File: src/rtl/voting_session_ctrl.sv
// Voting booth session controller: edge-detected buttons drive a
// single-voter FSM that issues one vote strobe per confirmed selection.
module voting_session_ctrl #(
  parameter int CTR_WIDTH       = 16,
  parameter int TIMEOUT_CYCLES  = 1000,
  parameter int COOLDOWN_CYCLES = 4
) (
  input  logic                 clk,
  input  logic                 rst_n,
  input  logic                 admin_open,
  input  logic                 admin_close,
  input  logic                 voter_auth,
  input  logic [3:0]           cand_btn,
  input  logic                 confirm_btn,
  input  logic                 cancel_btn,
  output logic                 vote_en,
  output logic [1:0]           vote_sel,
  output logic [2:0]           state,
  output logic [CTR_WIDTH-1:0] votes_cast,
  output logic                 timeout_evt,
  output logic                 invalid_evt,
  output logic                 results_valid
);

  localparam int TW = $clog2(TIMEOUT_CYCLES);
  localparam int CW = $clog2(COOLDOWN_CYCLES + 1);
  localparam logic [TW-1:0] TMR_LOAD = TW'(TIMEOUT_CYCLES - 1);
  localparam logic [CW-1:0] CD_LOAD  = CW'(COOLDOWN_CYCLES - 1);

  typedef enum logic [2:0] {
    S_CLOSED   = 3'd0,
    S_IDLE     = 3'd1,
    S_ARMED    = 3'd2,
    S_CONFIRM  = 3'd3,
    S_CAST     = 3'd4,
    S_COOLDOWN = 3'd5,
    S_FINAL    = 3'd6
  } state_e;

  state_e               state_q, state_d;
  logic [TW-1:0]        timer_q, timer_d;
  logic [CW-1:0]        cool_q, cool_d;
  logic [1:0]           sel_q, sel_d;
  logic [CTR_WIDTH-1:0] votes_q, votes_d;
  logic                 close_req_q, close_req_d;
  logic                 tmo_q, tmo_d;
  logic                 inv_q, inv_d;
  logic [8:0]           btn_q;

  logic [8:0] btn, btn_e;
  logic       open_e, close_e, auth_e, conf_e, canc_e;
  logic [3:0] cand_e;
  logic       cand_one;
  logic [1:0] cand_idx;

  assign btn = {admin_open, admin_close, voter_auth,
                cand_btn, confirm_btn, cancel_btn};
  assign btn_e = btn & ~btn_q;

  assign open_e  = btn_e[8];
  assign close_e = btn_e[7];
  assign auth_e  = btn_e[6];
  assign cand_e  = btn_e[5:2];
  assign conf_e  = btn_e[1];
  assign canc_e  = btn_e[0];

  assign cand_one = (cand_e != 4'd0) &&
                    ((cand_e & (cand_e - 4'd1)) == 4'd0);
  // Encoding is only meaningful when cand_one is set
  assign cand_idx = {cand_e[3] | cand_e[2],
                     cand_e[3] | cand_e[1]};

  always_comb begin
    state_d     = state_q;
    timer_d     = timer_q;
    cool_d      = cool_q;
    sel_d       = sel_q;
    votes_d     = votes_q;
    close_req_d = close_req_q;
    tmo_d       = 1'b0;
    inv_d       = 1'b0;
    case (state_q)
      S_CLOSED: begin
        if (open_e) state_d = S_IDLE;
      end
      S_IDLE: begin
        if (close_e) begin
          state_d = S_FINAL;
        end else if (auth_e) begin
          state_d = S_ARMED;
          timer_d = TMR_LOAD;
        end
      end
      S_ARMED, S_CONFIRM: begin
        if (timer_q != '0) timer_d = timer_q - TW'(1);
        if (close_e) begin
          state_d = S_FINAL;
        end else if (timer_q == '0) begin
          state_d = S_IDLE;
          tmo_d   = 1'b1;
        end else if (canc_e) begin
          if (state_q == S_CONFIRM) begin
            state_d = S_ARMED;
            timer_d = TMR_LOAD;
          end
        end else if (conf_e) begin
          if (state_q == S_CONFIRM) state_d = S_CAST;
        end else if (cand_e != 4'd0) begin
          if (cand_one) begin
            sel_d   = cand_idx;
            state_d = S_CONFIRM;
            timer_d = TMR_LOAD;
          end else begin
            inv_d = 1'b1;
          end
        end
      end
      S_CAST: begin
        if (votes_q != '1) votes_d = votes_q + CTR_WIDTH'(1);
        cool_d      = CD_LOAD;
        state_d     = S_COOLDOWN;
        close_req_d = close_req_q | close_e;
      end
      S_COOLDOWN: begin
        close_req_d = close_req_q | close_e;
        if (cool_q == '0) begin
          state_d     = (close_req_q | close_e) ? S_FINAL : S_IDLE;
          close_req_d = 1'b0;
        end else begin
          cool_d = cool_q - CW'(1);
        end
      end
      S_FINAL: begin
        state_d = S_FINAL;
      end
      default: state_d = S_CLOSED;
    endcase
  end

  always_ff @(posedge clk or negedge rst_n) begin
    if (!rst_n) begin
      state_q     <= S_CLOSED;
      timer_q     <= '0;
      cool_q      <= '0;
      sel_q       <= '0;
      votes_q     <= '0;
      close_req_q <= 1'b0;
      tmo_q       <= 1'b0;
      inv_q       <= 1'b0;
      btn_q       <= '0;
    end else begin
      state_q     <= state_d;
      timer_q     <= timer_d;
      cool_q      <= cool_d;
      sel_q       <= sel_d;
      votes_q     <= votes_d;
      close_req_q <= close_req_d;
      tmo_q       <= tmo_d;
      inv_q       <= inv_d;
      btn_q       <= btn;
    end
  end

  assign state         = state_q;
  assign vote_en       = (state_q == S_CAST);
  assign vote_sel      = sel_q;
  assign votes_cast    = votes_q;
  assign timeout_evt   = tmo_q;
  assign invalid_evt   = inv_q;
  assign results_valid = (state_q == S_FINAL);

endmodule

File: config.mk
export PLATFORM = sky130hd
export DESIGN_NAME = voting_session_ctrl
export DESIGN_NICKNAME = d
export VERILOG_FILES = /design/src/rtl/voting_session_ctrl.sv
export SDC_FILE = /design/constraint.sdc
export NUM_CORES = 1
export LEC_CHECK = 0
export ABC_AREA = 0
export BUFFER_PORTS_ARGS = -buffer_cell sky130_fd_sc_hd__clkbuf_2
export CAP_MARGIN = 20
export CORE_UTILIZATION = 40
export DETAILED_ROUTE_END_ITERATION = 10
export PLACE_DENSITY = 0.66
export SLEW_MARGIN = 10
export SYNTH_ARGS = -nofsm -noshare
export SYNTH_HDL_FRONTEND = slang
export SYNTH_SLANG_ARGS = --single-unit
File: constraint.sdc
create_clock -name clk -period 2.58 [get_ports clk]
set_input_delay 0.129 -clock clk [delete_from_list [all_inputs] [get_ports clk]]
set_output_delay 0.129 -clock clk [all_outputs]
set_load 0.01 [all_outputs]
==> key figures <==
CTS
  – Clock sink count: 46
  – Clock Latency Late Sink: 0.30 ns
  – Clock root buffer: clkbuf_8
  – H-tree levels: 2
  – CTS tree: built
  – Largest buffer count on any clock path: 2
  – Hold-fix buffers, CTS: 10
  – Cts bufs inserted: 5
  – Clk pin slew, worst setup/hold paths: 0.09 ns
  – Post-CTS Setup Inserts: 0
  – Number of gates resized after CTS: 0

Detailed routing
  – Drt total wl: 4980 um
  – DRC Markers: 0
  – Post-route ant nets: 0
  – DR iter-0 viols: 116
  – Detailed Routing Iterations Pass 1: 7
  – Avg WL per Cell: 13.7 um
  – Via/cell ratio: approximately 5.3
  – Total number of vias: ~1900

Yosys
  – Post-synth EDFFs: 0
  – Area share of the largest cell type after synthesis: between 40% and 50%
  – Dominant cell type by area after synthesis: dfrtp_1
  – Top cells by area, synth: dfrtp_1, a21oi_1, nor2_1
  – Library cells used by synthesis: 38
  – Net Count, Synth: 261
  – Syn. warnings: 0
  – Yosys reg bits: 46
  – Synth Instances: between 200 and 250
  – Mean Syn Cell Area: 9.58 um^2
  – Post-synth ARST share: 100%
  – Cell Area, Synth: 2350 um^2
  – Ys flop type: dfrtp_1
  – Post-synthesis sequential area ratio: 49.0%

Power and ir drop
  – Final Power: 2.28 mW
  – Leak: 1.25 nW
  – P per Cell Area: 827 nW/um^2
  – VDD IR max: 0.407 mV

Timing
  – Final TNS setup: 0 ns
  – Unrepaired setup endpoints after global routing: false
  – Final Critical Period: 2.20 ns
  – Final Hold Fails: 0
  – Skew final: ~0.0063 ns
  – Count of final setup violators: 0
  – Max-slew violation count: 0
  – Period utilization: between 80% and 90%
  – Tightest Pin Transition: 0.838 ns
  – Final worst slack: 0.378 ns
  – Max Freq: 454 MHz
  – Relative slew slack: 44.1%

Final layout
  – Area delta synth->final: 17.6%
  – Fin area: 2760 um^2
  – Commonest non-fill, non-tap cell in the layout: dfrtp_1
  – Antenna diode count: 0
  – Share of layout cells above drive strength 1: 17.5%
  – Commonest non-fill, non-tap cells in the layout: dfrtp_1, clkbuf_2, nor2_1
  – Nets@finish: 306
  – Fill cells: 560

Critical path
  – CP Data Arrival Time: around 2.4 ns
  – Critical R2R Launch: timer_q[0]
  – Setup crit start kind: flip-flop
  – Crit path kind: flip-flop to flip-flop
  – Worst-path fanout max: 15
  – CP endpoint kind: flip-flop
  – Worst EP required: 2.81 ns
  – Worst R2R Path Depth: 7
  – RR Endpoint: timer_q[1]
  – Worst R2R Setup Slack: 0.38 ns

Floorplanning
  – Io pins: 36
  – Core ar.: 5570 um^2
  – Die span in x: 78.6 um
  – Vert. Die Dim: 78.6 um
  – Row count: 27
  – Area of the die: 6180 um^2
  – Initial Util: 42.1%

Placed design
  – Dpl cell area: 2570 um^2
  – Port Buffers: 35
  – Post-DP HPWL: between 3000 and 4000 um
  – Gp weighted congestion: 0.800
  – Pre-CTS setup slack: 0.415 ns

Global routing
  – Initial antenna violation count: 0
  – Largest net degree at the start of global routing: 35
  – Number of global-route vias before repair: 1825
  – GRT Resource Usage Total: 17.6%
  – Total gr overflow: 0
  – Global-route wire length before repair: 8400 um

Run status
  – Status: completed

Min path
  – Hold WC Path Type: input port to async pin

Run
  – Max_cap viols: 0
## flip-flops by register name, summed over array words and instances (netlist names)
register,count
invalid_evt,1
timer_q,10
state,3
close_req_q,1
votes_cast,16
vote_sel,2
timeout_evt,1
btn_q,9
cool_q,3
## worst max path at each step
stage,startpoint,endpoint,slack [ns],cells after the start
detailed placement,timer_q[0],timer_q[1],0.42,7
global route,timer_q[0],timer_q[0],0.25,7
CTS,timer_q[0],timer_q[1],0.39,7
finish,timer_q[0],timer_q[1],0.38,7
floorplan,timer_q[0],timer_q[3],0.58,9
global placement,timer_q[0],timer_q[1],0.51,7
## cells in the mapped netlist (2+ instances only)
cell type	instances
xor2_1	9
a31oi_1	4
nor2b_1	10
nor4_1	4
a221oi_1	2
o21ai_0	8
buf_2	3
inv_1	7
and2_1	3
nor3_1	8
buf_6	2
nand3_1	13
mux2_2	3
xnor2_1	8
nand4_1	9
o21ai_1	2
dfrtp_1	46
clkbuf_1	3
nand2b_1	7
a211oi_1	2
a21oi_1	20
ha_1	5
o21a_1	5
nand2_1	22
and3_1	5
nor2_1	23
## worst max-delay path: stages, from the launching register on
cell	delay, ns
dfrtp_1	0.44
inv_1	0.09
ha_1	0.21
nor2b_1	0.15
and3_1	0.28
o41a_4	0.61
and2_1	0.20
a21oi_1	0.14
## routing by layer
metal	wire length (um)	vias up	part of all wire [%]	track usage, %
met2	2310	45	46	27.9
li1	-	948	-	-
met1	2340	937	47	22.6
met3	237	9	4.8	4.30
met5	0	-	0	0
met4	90	0	1.8	7.59
## final cells by class
type,count,area [um^2],area share (%)
Inverter,7,26.3,0.952
Timing Repair Buffer,47,290,10.5
Clock buffer,5,68.8,2.49
Sequential cell,46,1150,41.7
Multi-Input combinational cell,183,1110,40.3
Clock inverter,3,21.3,0.770
Tap cell,72,90.1,3.26
## cell families (layout without fill, tap and decap cells)
| kind of cell | count (synthesis) | in the layout | synth area share, % |
|---|---|---|---|
| flops | 46 | 46 | 49.0 |
| compound gates | 49 | 49 | 13.5 |
| buf+inv | 16 | 62 | 3.52 |
| fa+ha+maj | 5 | 5 | 2.67 |
| mux | 3 | 3 | 1.44 |
| simple gates | 109 | 109 | 23.5 |
| xor+xnor | 17 | 17 | 6.34 |
## power breakdown
group | internal, mW | total [mW] | switching (mW) | leakage, nW
Sequential | 0.855 | 1.04 | 0.182 | 0.557
Combinational | 0.337 | 0.799 | 0.461 | 0.644
Clock | 0.191 | 0.447 | 0.256 | 0.0441
Total | 1.38 | 2.28 | 0.899 | 1.25
## through the flow
stage	hold slack [ns]	std cells	utilization [%]
after CTS	0.476	363	49.5
after global routing	0.484	363	49.5
final	0.455	363	49.5
after global placement	0.251	345	46.1
after floorplan	-0.167	245	-
after detailed placement	0.253	345	46.1
Note: power is estimated with default switching activity, not from simulation.
